--- src/rtl/butterfly_post_mult.sv ---
// Radix-2 butterfly back end: combines multiplier products into T = B*W, rounds,
// and forms X = A + T / Y = A - T over a 3-stage stalling pipeline with frame tagging.
`ifndef BF_MULT_BITS
`define BF_MULT_BITS 16
`endif

module butterfly_post_mult #(
  parameter int BF_W     = `BF_MULT_BITS,
  parameter int N_POINTS = 64
) (
  input  logic                     xClk,
  input  logic                     xReset,
  input  logic signed [2*BF_W-1:0] xP_rr,
  input  logic signed [2*BF_W-1:0] xP_ii,
  input  logic signed [2*BF_W-1:0] xP_ri,
  input  logic signed [2*BF_W-1:0] xP_ir,
  input  logic signed [BF_W-1:0]   xA_re,
  input  logic signed [BF_W-1:0]   xA_im,
  input  logic                     xScale,
  input  logic                     xInValid,
  output logic                     xInReady,
  output logic signed [BF_W-1:0]   xX_re,
  output logic signed [BF_W-1:0]   xX_im,
  output logic signed [BF_W-1:0]   xY_re,
  output logic signed [BF_W-1:0]   xY_im,
  output logic                     xOutValid,
  input  logic                     xOutReady,
  output logic                     xOutLast,
  output logic                     xOvf,
  input  logic                     xOvfClr
);
  localparam int PW = 2 * BF_W;
  localparam int TW = 2 * BF_W + 1;
  localparam int XW = TW + 1;
  localparam int CW = $clog2(N_POINTS);
  localparam logic [CW-1:0] LAST_CNT = CW'(N_POINTS - 1);
  localparam logic signed [XW-1:0] SMAX_X = {{(XW-BF_W+1){1'b0}}, {(BF_W-1){1'b1}}};
  localparam logic signed [XW-1:0] SMIN_X = {{(XW-BF_W+1){1'b1}}, {(BF_W-1){1'b0}}};
  localparam logic signed [XW-1:0] RND    = {{(XW-BF_W+1){1'b0}}, 1'b1, {(BF_W-2){1'b0}}};
  localparam logic signed [BF_W+1:0] ONE3 = {{(BF_W+1){1'b0}}, 1'b1};

  // Returns {saturated, value} clamped to the BF_W-bit signed range.
  function automatic logic [BF_W:0] sat_fn(input logic signed [XW-1:0] v);
    logic [BF_W:0] r;
    if (v > SMAX_X)      r = {1'b1, SMAX_X[BF_W-1:0]};
    else if (v < SMIN_X) r = {1'b1, SMIN_X[BF_W-1:0]};
    else                 r = {1'b0, v[BF_W-1:0]};
    return r;
  endfunction

  function automatic logic [BF_W:0] fold(input logic signed [BF_W+1:0] s, input logic scale);
    logic signed [BF_W+1:0] v;
    v = scale ? ((s + ONE3) >>> 1) : s;
    return sat_fn({{(XW-BF_W-2){v[BF_W+1]}}, v});
  endfunction

  // Handshake: a transfer happens when valid and ready are both high on a rising edge;
  // the whole pipeline freezes only when stage 3 holds data the sink is not taking.
  logic stall;

  logic                   v1_q, v2_q, v3_q;
  logic signed [TW-1:0]   tr_q, ti_q, tr_d, ti_d;
  logic signed [BF_W-1:0] a1_re_q, a1_im_q, a2_re_q, a2_im_q;
  logic                   sc1_q, sc2_q;
  logic signed [BF_W-1:0] t2_re_q, t2_im_q, t2_re_d, t2_im_d;
  logic signed [BF_W-1:0] x_re_q, x_im_q, y_re_q, y_im_q;
  logic signed [BF_W-1:0] x_re_d, x_im_d, y_re_d, y_im_d;
  logic [CW-1:0]          cnt_q, cnt_d;
  logic                   ovf_q, ovf_d;

  logic signed [XW-1:0]   rs_re, rs_im, sh_re, sh_im;
  logic                   sat_tr, sat_ti;
  logic signed [BF_W+1:0] ae_re, ae_im, te_re, te_im;
  logic signed [BF_W+1:0] sx_re, sx_im, sy_re, sy_im;
  logic                   sat_xr, sat_xi, sat_yr, sat_yi;
  logic                   ovf_set;

  assign stall    = v3_q & ~xOutReady;
  assign xInReady = ~stall;

  always_comb begin
    tr_d = $signed({xP_rr[PW-1], xP_rr}) - $signed({xP_ii[PW-1], xP_ii});
    ti_d = $signed({xP_ri[PW-1], xP_ri}) + $signed({xP_ir[PW-1], xP_ir});
  end

  // Round half-up by adding half an LSB of the Q1.15 result before the arithmetic shift.
  always_comb begin
    rs_re = $signed({tr_q[TW-1], tr_q}) + RND;
    rs_im = $signed({ti_q[TW-1], ti_q}) + RND;
    sh_re = rs_re >>> (BF_W - 1);
    sh_im = rs_im >>> (BF_W - 1);
    {sat_tr, t2_re_d} = sat_fn(sh_re);
    {sat_ti, t2_im_d} = sat_fn(sh_im);
  end

  always_comb begin
    ae_re = {{2{a2_re_q[BF_W-1]}}, a2_re_q};
    ae_im = {{2{a2_im_q[BF_W-1]}}, a2_im_q};
    te_re = {{2{t2_re_q[BF_W-1]}}, t2_re_q};
    te_im = {{2{t2_im_q[BF_W-1]}}, t2_im_q};
    sx_re = ae_re + te_re;
    sx_im = ae_im + te_im;
    sy_re = ae_re - te_re;
    sy_im = ae_im - te_im;
    {sat_xr, x_re_d} = fold(sx_re, sc2_q);
    {sat_xi, x_im_d} = fold(sx_im, sc2_q);
    {sat_yr, y_re_d} = fold(sy_re, sc2_q);
    {sat_yi, y_im_d} = fold(sy_im, sc2_q);
  end

  // A saturation only counts when its stage actually moves forward.
  always_comb begin
    ovf_set = ~stall & ((v1_q & (sat_tr | sat_ti)) |
                        (v2_q & (sat_xr | sat_xi | sat_yr | sat_yi)));
    ovf_d = ovf_q;
    if (xOvfClr) ovf_d = 1'b0;
    if (ovf_set) ovf_d = 1'b1;
  end

  always_comb begin
    cnt_d = cnt_q;
    if (v3_q & xOutReady) cnt_d = (cnt_q == LAST_CNT) ? '0 : cnt_q + CW'(1);
  end

  always_ff @(posedge xClk) begin
    if (xReset) begin
      v1_q    <= 1'b0;
      v2_q    <= 1'b0;
      v3_q    <= 1'b0;
      tr_q    <= '0;
      ti_q    <= '0;
      a1_re_q <= '0;
      a1_im_q <= '0;
      sc1_q   <= 1'b0;
      a2_re_q <= '0;
      a2_im_q <= '0;
      sc2_q   <= 1'b0;
      t2_re_q <= '0;
      t2_im_q <= '0;
      x_re_q  <= '0;
      x_im_q  <= '0;
      y_re_q  <= '0;
      y_im_q  <= '0;
      cnt_q   <= '0;
      ovf_q   <= 1'b0;
    end else begin
      cnt_q <= cnt_d;
      ovf_q <= ovf_d;
      if (!stall) begin
        v1_q    <= xInValid;
        v2_q    <= v1_q;
        v3_q    <= v2_q;
        tr_q    <= tr_d;
        ti_q    <= ti_d;
        a1_re_q <= xA_re;
        a1_im_q <= xA_im;
        sc1_q   <= xScale;
        a2_re_q <= a1_re_q;
        a2_im_q <= a1_im_q;
        sc2_q   <= sc1_q;
        t2_re_q <= t2_re_d;
        t2_im_q <= t2_im_d;
        x_re_q  <= x_re_d;
        x_im_q  <= x_im_d;
        y_re_q  <= y_re_d;
        y_im_q  <= y_im_d;
      end
    end
  end

  assign xX_re     = x_re_q;
  assign xX_im     = x_im_q;
  assign xY_re     = y_re_q;
  assign xY_im     = y_im_q;
  assign xOutValid = v3_q;
  assign xOutLast  = v3_q & (cnt_q == LAST_CNT);
  assign xOvf      = ovf_q;

endmodule

--- config.mk ---
export PLATFORM = sky130hd
export DESIGN_NAME = butterfly_post_mult
export DESIGN_NICKNAME = d
export VERILOG_FILES = /design/src/rtl/butterfly_post_mult.sv
export SDC_FILE = /design/constraint.sdc
export NUM_CORES = 1
export LEC_CHECK = 0
export CORE_MARGIN = 5
export CORE_UTILIZATION = 60
export DETAILED_ROUTE_END_ITERATION = 7
export DONT_BUFFER_PORTS = 1
export HOLD_SLACK_MARGIN = 0.06
export PLACE_DENSITY = 0.76
export SLEW_MARGIN = 25
export SYNTH_ARGS = -nofsm -noshare
export SYNTH_HDL_FRONTEND = slang
export SYNTH_SLANG_ARGS = --single-unit
export TNS_END_PERCENT = 30
--- constraint.sdc ---
create_clock -name xClk -period 5.75 [get_ports xClk]
set_input_delay 0.575 -clock xClk [delete_from_list [all_inputs] [get_ports xClk]]
set_output_delay 0.575 -clock xClk [all_outputs]
set_load 0.01 [all_outputs]
== Word level (Yosys, flattened, before mapping) ==
Cells that the tools add are included.

* Bits of input ports: 166
* Register bits: 238
* Logic and storage cells: 78
* Output and inout bits: 68

* Mux-type cells: 19
* Bitwise operators: 13
* Magnitude comparators: 12
* Eq/ne operators: 1
* Reductions and logical operators: 1
* Add/sub/neg operators: 13

{| class="wikitable"
|+ Operators by type and width
! kind !! number
|-
| $mux 17 || 12
|-
| $add 17x2->18 const B || 4
|-
| $gt 18x16->1 const B || 4
|-
| $lt 18x16->1 const B || 4
|-
| $mux 18 || 4
|-
| $add 33x16->34 const B || 2
|-
| $gt 19x16->1 const B || 2
|-
| $lt 19x16->1 const B || 2
|-
| $add 16x16->17 || 2
|-
| $sub 16x16->17 || 2
|-
| $add 32x32->33 || 1
|-
| $sub 32x32->33 || 1
|-
| $add 6x1->6 const B || 1
|-
| $and 1x1->1 || 6
|-
| $eq 6x6->1 const B || 1
|-
| $mux 6 || 1
|-
| $or 1x1->1 || 5
|-
| $mux 1 || 2
|-
| $not 1->1 || 2
|-
| $reduce_bool 2->1 || 1
|}

== Logic depth before layout (Yosys ltp) ==
Gate-level depths: netlist of run 1.

* Depth after elaboration: 13
* Mapped depth: 16
* Mapped depth without buffers: 14

== Worst setup path after synthesis of run 1 ==
No wires, ideal clock.

* Path type: register to register
* Start point: register a2_im_q[0]
* End point: register y_im_q[13], in the netlist xY_im[13]
* Data arrival time: 3.459 ns
* Stages on the path, launching flop included: 16
* Data required time: 5.613 ns
* Slack: 2.154 ns
* Path buffers: 1
* Library setup time: 0.137 ns
* Period minus slack after synthesis: 3.596 ns
* Cells stage by stage: dfxtp_1 > inv_1 > ha_1 > fa_1 > and2b_1 > o21ai_0 > or3b_2 > o2111ai_1 > nor4bb_1 > nand4b_1 > or3_1 > buf_2 > o21a_1 > nor3_2 > maj3_1 > a21oi_1

* Word-level cells in the longest chain between the ends: 6
* Elaborated cells between the ends (all ways): 7
* Classes of those cells: add/sub: 2; order compare: 2; mux: 3

{| class="wikitable"
|+ Ends and longest elaborated chain
! element !! RTL line !! text
|-
| start, declared || 63 || <nowiki>logic signed [BF_W-1:0] a1_re_q, a1_im_q, a2_re_q, a2_im_q;</nowiki>
|-
| start signal, assigned || 159 || <nowiki>a2_im_q <= a1_im_q;</nowiki>
|-
| $sub 16x16->17 * || 104 || <nowiki>sy_im = ae_im - te_im;</nowiki>
|-
| $add 17x2->18 || 53 || <nowiki>v = scale ? ((s + ONE3) >>> 1) : s;</nowiki>
|-
| $mux 18 * || 53 ||
|-
| $lt 18x16->1 || 46 || <nowiki>else if (v < SMIN_X) r = {1'b1, SMIN_X[BF_W-1:0]};</nowiki>
|-
| $mux 17 || 46 ||
|-
| $mux 17 * || 45 || <nowiki>if (v > SMAX_X) r = {1'b1, SMAX_X[BF_W-1:0]};</nowiki>
|-
| end signal, assigned || 166 || <nowiki>y_im_q <= y_im_d;</nowiki>
|-
| end, declared || 66 || <nowiki>logic signed [BF_W-1:0] x_re_q, x_im_q, y_re_q, y_im_q;</nowiki>
|}

Mark *: on every way between the ends. The rest lies on a longest branch, timed or not.
A chain may end at the register's enable or synchronous reset.

== Worst setup path in the final report of run 1 ==
* Start point: register a2_im_q[0]
* End point: register y_im_q[12], in the netlist xY_im[12]

Same word-level chain as after synthesis.

==> results of run 1 <==
kinds of logic (layout without fill, tap and decap cells):
| family | after synthesis | after routing | synth area share [%] |
|---|---|---|---|
| xor gates and xnor gates | 111 | 111 | 6.15 |
| buffers and inverters | 227 | 169 | 5.54 |
| adders and majority gates | 140 | 140 | 11.1 |
| AOI/OAI and AO/OA | 634 | 634 | 25.9 |
| and+or+nand+nor | 822 | 822 | 24.3 |
| muxes | 13 | 13 | 0.827 |
| DFF | 210 | 210 | 26.2 |
power breakdown:
group | internal (uW) | switching, uW
combinational | 752 | 1210
clock | 946 | 614
sequential | 1670 | 249
total | 3370 | 2080
final timing paths:
check,slack (ps),startpoint,endpoint,cells after the start
hold reg to reg,450,a1_im_q[12],a1_im_q[12],2
setup / recovery,1280,a2_im_q[0],xY_im[12],14
hold / removal,130,xReset,ti_q[30],1
setup reg to reg,1280,a2_im_q[0],xY_im[12],14
final cells by class:
class	count	share of cell area, %
inverters	117	2.63
clock buffers	29	3.66
multi-input cells	1720	64.8
well taps	335	2.48
repair buffers	11	0.488
clock inverters	12	1.06
flip-flops and latches	210	24.9
routing by layer:
| layer | vias to the layer above | wire (um) | GRT usage [%] |
|---|---|---|---|
| met2 | 581 | 18600 | 42.3 |
| met1 | 6985 | 20600 | 39.6 |
| met3 | 67 | 3420 | 5.89 |
| li1 | 7573 | - | - |
| met5 | - | 27 | 0 |
| met4 | 4 | 1020 | 7.48 |
Yosys cell counts (13+ instances only):
| library cell | count |
|---|---|
| sky130_fd_sc_hd__o22ai_1 | 48 |
| sky130_fd_sc_hd__a2111oi_0 | 14 |
| sky130_fd_sc_hd__buf_1 | 14 |
| sky130_fd_sc_hd__o211ai_1 | 15 |
| sky130_fd_sc_hd__nand3_1 | 54 |
| sky130_fd_sc_hd__nor2_1 | 220 |
| sky130_fd_sc_hd__clkbuf_1 | 80 |
| sky130_fd_sc_hd__nand2_1 | 291 |
| sky130_fd_sc_hd__or3_1 | 16 |
| sky130_fd_sc_hd__inv_1 | 115 |
| sky130_fd_sc_hd__a21o_1 | 29 |
| sky130_fd_sc_hd__ha_1 | 133 |
| sky130_fd_sc_hd__dfxtp_1 | 210 |
| sky130_fd_sc_hd__and2_1 | 23 |
| sky130_fd_sc_hd__xor2_1 | 47 |
| sky130_fd_sc_hd__a211oi_1 | 25 |
| sky130_fd_sc_hd__o31a_1 | 14 |
| sky130_fd_sc_hd__nor3_1 | 58 |
| sky130_fd_sc_hd__o31ai_1 | 17 |
| sky130_fd_sc_hd__o21a_1 | 13 |
| sky130_fd_sc_hd__nand4_1 | 24 |
| sky130_fd_sc_hd__or2_2 | 15 |
| sky130_fd_sc_hd__o21ai_0 | 99 |
| sky130_fd_sc_hd__nor2b_1 | 21 |
| sky130_fd_sc_hd__a31oi_1 | 16 |
| sky130_fd_sc_hd__xnor2_1 | 62 |
| sky130_fd_sc_hd__and3_1 | 17 |
| sky130_fd_sc_hd__a21oi_1 | 231 |
| sky130_fd_sc_hd__nand2b_1 | 20 |
registers in the layout, indices dropped and copies added, names as in the netlist, 6 cells and up:
name     cells
a2_re_q     16
xY_im       16
tr_q        19
a1_re_q     16
t2_re_q     16
xX_re       16
cnt_q        6
t2_im_q     16
a2_im_q     16
ti_q        19
xY_re       16
xX_im       16
a1_im_q     16
metrics by stage:
step | area, sq um | power (uW) | std cells | worst slack [ps]
floorplan | 16000 | 3410 | 2157 | 2150
global placement | 16100 | 3820 | 2393 | 1540
detailed placement | 16100 | 3860 | 2393 | 1340
CTS | 16900 | 5430 | 2434 | 1320
global route | 16900 | 5780 | 2434 | 781
finish | 16900 | 5440 | 2434 | 1280
worst max-delay path, stage by stage, from the launching register on:
cell and delay [ps]:
sky130_fd_sc_hd__dfxtp_1 350, sky130_fd_sc_hd__inv_1 50, sky130_fd_sc_hd__ha_1 220, sky130_fd_sc_hd__fa_1 430
sky130_fd_sc_hd__and2b_1 250, sky130_fd_sc_hd__o2111ai_1 160, sky130_fd_sc_hd__nand3b_1 180, sky130_fd_sc_hd__xor2_1 430
sky130_fd_sc_hd__nand4_1 270, sky130_fd_sc_hd__or3b_1 460, sky130_fd_sc_hd__nor4_2 340, sky130_fd_sc_hd__nand4_1 150
sky130_fd_sc_hd__o22ai_1 730, sky130_fd_sc_hd__o211ai_1 220, sky130_fd_sc_hd__a21oi_1 150
==> results.cfg, run 1 <==
[finish]
most-common-layout-cells = 291 x sky130_fd_sc_hd__nand2_1, 230 x sky130_fd_sc_hd__a21oi_1, 220 x sky130_fd_sc_hd__nor2_1
multi_input_gate_area_in_the_final_layout_sq_mm = 0.0110
final_net_count = 2386
layout_commonest_cell = sky130_fd_sc_hd__nand2_1
num-fill-cells = 2396
num_antenna_cells = 0
area_growth_syn_to_layout_pct = 5.40
area.sequential_sq_mm = 0.00421
layout-drive-gt1-share_pct = 5.34
finish.utilization_pct = 64.5

[yosys]
dominantRegCellSynth = sky130_fd_sc_hd__dfxtp_1
synth_async_sr_flop_share_pct = 0
synth_top_cells_by_area = sky130_fd_sc_hd__dfxtp_1 26%, sky130_fd_sc_hd__ha_1 10%, sky130_fd_sc_hd__a21oi_1 7.2%
synth_edf_count = 0
proportion_of_synthesized_chip_area_in_sequential_cells_pct = 26.2
post_synth_num_cell_types = 105
syn-cell-area_sq_mm = 0.0160
largest_area_contributor_in_the_netlist = sky130_fd_sc_hd__dfxtp_1
netlist.area_leader.share_pct = 26.2
synth_seq_cells = 210
syn_nets = 2460
postSynthAreaPerCell_sq_um = 7.44
synth_cells = 2157
synth-warning-count = 0

[worst_setup_path]
timing.critical_path.required_ps = 6200
path_class = reg -> reg
maximum_fanout_count_along_the_critical_path = 11
cp_data_arrival_time_ps = 4920
worst_setup_path_start_kind = flop
worst_setup_path_end_kind = flop

[global_route]
first_global_vias = 14100
grt_antenna_before_repair = 2
grt_util_all_layers_pct = 27.7
maximum_number_of_pins_on_one_net_before_global_route_repair = 157
grt_overflow = 0
wire_length_of_the_first_global_routing_pass_um = 71700

[routing]
detail_route.drc_violations = 0
via_count = 15200
final_antenna_net_count = 0
routed_wire_length_per_instance_um = 17.9
detailedRoute.firstIterationViolations = 1207
route.detailed.vias_per_inst = 6.25
route.final.wire_length_um = 43700
first_pass_iters = 6

[clocking]
cts.sink_count = 210
cts_hold_buffers = 0
cts-buffers-inserted = 23
path_clk_slew_ps = 60
post_cts.repair.setup_buffers = 0
clock_tree.root_cell = sky130_fd_sc_hd__clkbuf_16
tritoncts = yes
cts.path.max_buffers = 3
cts_htree_levels = 1
clk-insertion-delay-late_ps = 530
post_cts.resized_instances = 0

[worst_hold_path]
hold_class = in -> reg

[floorplanning]
floorplan.initialDensity_pct = 61.2
num_io_pins = 234
die_y_um = 174
core-area_sq_mm = 0.0262
placement_rows = 59
floorplan.die.width_um = 174
fp.dieArea_sq_mm = 0.0301

[timing]
maxClockFrequency_mhz = 224
finalWorstPathRequiredPeriod_ps = 4470
finalSetupViolations = 0
final.hold.worst_slack_ps = 131
finalCritPeriodShare_pct = 77.7
final.setup_skew_ps = 26.9
grt_setup_unrepaired = no
worst_pin_slew_ps = 895
timing.final.hold_violations = 0
max_slew_headroom_at_the_worst_pin_pct = 39.4
finalSetupTns_ps = 0
drv_slew = 0

[pwr]
leakagePower_uw = 0.00709
irDropWorstVdd_mv = 0.182
power_per_cell_area_mw_per_mm2 = 322

[place]
port-buffer-count = 0
dpl.hpwl_um = 33300
gp_congestion = 0.964

[outcome]
run_status = finished clean

[run]
maxCapViolCount = 0
Power figures use the tool's default switching activity.
==> inputs of run 2 (changes only) <==
Clock period 5.75 ns to 4.3 ns, I/O delays scaled along.
==> run 2 against run 1 <==
  * Total power rose by 38%
  * Routed wire length rose by 3.2%
  * Worst setup slack got worse by 1000 ps
  * Final cell count rose by 2.5%
  * Count of clock-buffer cells in the layout rose by 4
  * Sequential cell count did not move
  * Critical endpoint is now xX_re[12]
  * Sequential share of layout area fell by 0.84 points
==> results.cfg, run 2 (synthesis gave the netlist of run 1 again) <==
[pwr]
p_clk_share_pct = 28.7
power.internal_uw = 4650
pwr-share-seq_pct = 34.2
irDropWorstVdd_mv = 0.251
comb_power_share_pct = 37.1
fin_total_pwr_uw = 7490
leakagePower_uw = 0.00739
power_per_cell_area_mw_per_mm2 = 428
switching_fraction_of_total_power_pct = 38.0
power.switching_uw = 2840

[global_route]
maximum_number_of_pins_on_one_net_before_global_route_repair = 148
busiest_layer = met2
wire_length_of_the_first_global_routing_pass_um = 73300
grt_util_all_layers_pct = 28.4
grt_overflow = 0
grt_use_met2_pct = 44.1
grt_antenna_before_repair = 2
global_route.usage.met1_pct = 41.4
grt_util_met3_pct = 4.65
first_global_vias = 14300

[worst_setup_path]
critPathBufInv = 2
maximum_fanout_count_along_the_critical_path = 7
cp_data_arrival_time_ps = 4470
timing.critical_path.required_ps = 4710
critPathMaxStageDelay_ps = 460
worst_setup_path_start_kind = flop
path_class = reg -> reg
kind_of_cell_adding_the_most_delay_to_the_critical_path = compound AO/OA/AOI/OAI gates
crit_slowest_cell = sky130_fd_sc_hd__xnor2_1
worstPathCellList = ha_1 -> inv_1 -> fa_1 -> o21bai_1 -> a2111oi_0 -> buf_4 -> or2_2 -> a211oi_1 -> o21ai_0 -> xnor2_1 -> or3_4 -> o21ai_2 -> a21oi_2 -> a21oi_1 -> o221a_1
worst_setup_path_end_kind = flop

[clocking]
clock_tree.root_cell = sky130_fd_sc_hd__clkbuf_16
cts.path.max_buffers = 3
cts.sink_count = 210
tritoncts = yes
post_cts.repair.setup_buffers = 0
cts_htree_levels = 1
cts-buffers-inserted = 23
clk-insertion-delay-late_ps = 540
path_clk_slew_ps = 60

[timing]
grt_setup_unrepaired = no
finalSetupViolations = 0
drv_slew = 0
finalCritPeriodShare_pct = 94.4
finalSetupTns_ps = 0
worst_pin_slew_ps = 925
final.hold.worst_slack_ps = 66.1
finalWorstPathRequiredPeriod_ps = 4060
maxClockFrequency_mhz = 246
final.setup_skew_ps = 17.2
finalWorstSetupSlack_ps = 240
timing.final.hold_violations = 0
max_slew_headroom_at_the_worst_pin_pct = 38.3

[finish]
final_net_count = 2446
most-common-layout-cells = 291 x sky130_fd_sc_hd__nand2_1, 230 x sky130_fd_sc_hd__a21oi_1, 220 x sky130_fd_sc_hd__nor2_1
layout-drive-gt1-share_pct = 6.48
layout_commonest_cell = sky130_fd_sc_hd__nand2_1
multi_input_gate_area_in_the_final_layout_sq_mm = 0.0110
area_growth_syn_to_layout_pct = 9.09
layout_top_registers = ti_q: 19 flops, tr_q: 19 flops
finish.utilization_pct = 66.8
area.sequential_sq_mm = 0.00421
num-fill-cells = 2310

[routing]
detail_route.drc_violations = 0
via_count = 15400
final_antenna_net_count = 0
detailedRoute.firstIterationViolations = 1279
first_pass_iters = 5
routed_wire_length_per_instance_um = 18.1
route.detailed.vias_per_inst = 6.19
route.final.wire_length_um = 45100

[floorplanning]
core-area_sq_mm = 0.0262
fp.dieArea_sq_mm = 0.0301
placement_rows = 59
num_io_pins = 234
die_y_um = 174
floorplan.die.width_um = 174
floorplan.initialDensity_pct = 61.2

[run]
maxCapViolCount = 0

[place]
gp_congestion = 0.922
port-buffer-count = 0
dpl_worst_slack_ps = 323
dpl.hpwl_um = 33500

[outcome]
run_status = finished clean

[worst_hold_path]
hold_class = in -> reg
-- run 2: metal layers --
metal  vias to the layer above  wire length [um]
met5                         -                 0
met1                      7126             21300
met4                         0               796
li1                       7704                 -
met3                        55              3300
met2                       564             19700
-- run 2: metrics by stage --
stage	cells	instance area, sq um
5_1_grt	2496	17500
3_5_place_dp	2420	16300
2_1_floorplan	2157	16000
6_report	2496	17500
3_3_place_gp	2420	16300
4_1_cts	2493	17500
-- run 2: final timing paths --
path                     from          end  cells after the start  slack [ps]
hold / removal      xA_im[10]  a1_im_q[10]                      2          70
setup reg to reg   a2_re_q[0]    xX_re[12]                     15         240
hold reg to reg   a1_im_q[15]  a1_im_q[15]                      2         450
setup / recovery   a2_re_q[0]    xX_re[12]                     15         240
-- run 2: layout make-up --
class	instances	area share, %
multi-input combinational	1720	62.7
sequential	210	24.0
clock buffer	33	3.79
timing repair buffer	71	3.62
inverter	117	2.54
tap	335	2.39
clock inverter	8	0.886
antenna	2	0.0286
-- run 2: power groups by stage --
stage                     clock [uW]  sequential, uW  combinational, uW
after detailed placement           0            2610               2650
after global routing            2270            2600               3080
final                           2150            2570               2780
after global placement             0            2600               2610
after floorplan                    0            2500               2060
after CTS                       2180            2570               2720
-- run 2: what timing repair did --
| item | in CTS | in global routing |
|---|---|---|
| gates resized for setup | 0 | 5 |
| endpoints found under the hold margin | 147 | 1 |
| hold buffers | 32 | 1 |
| endpoints found under the setup margin | 0 | 24 |
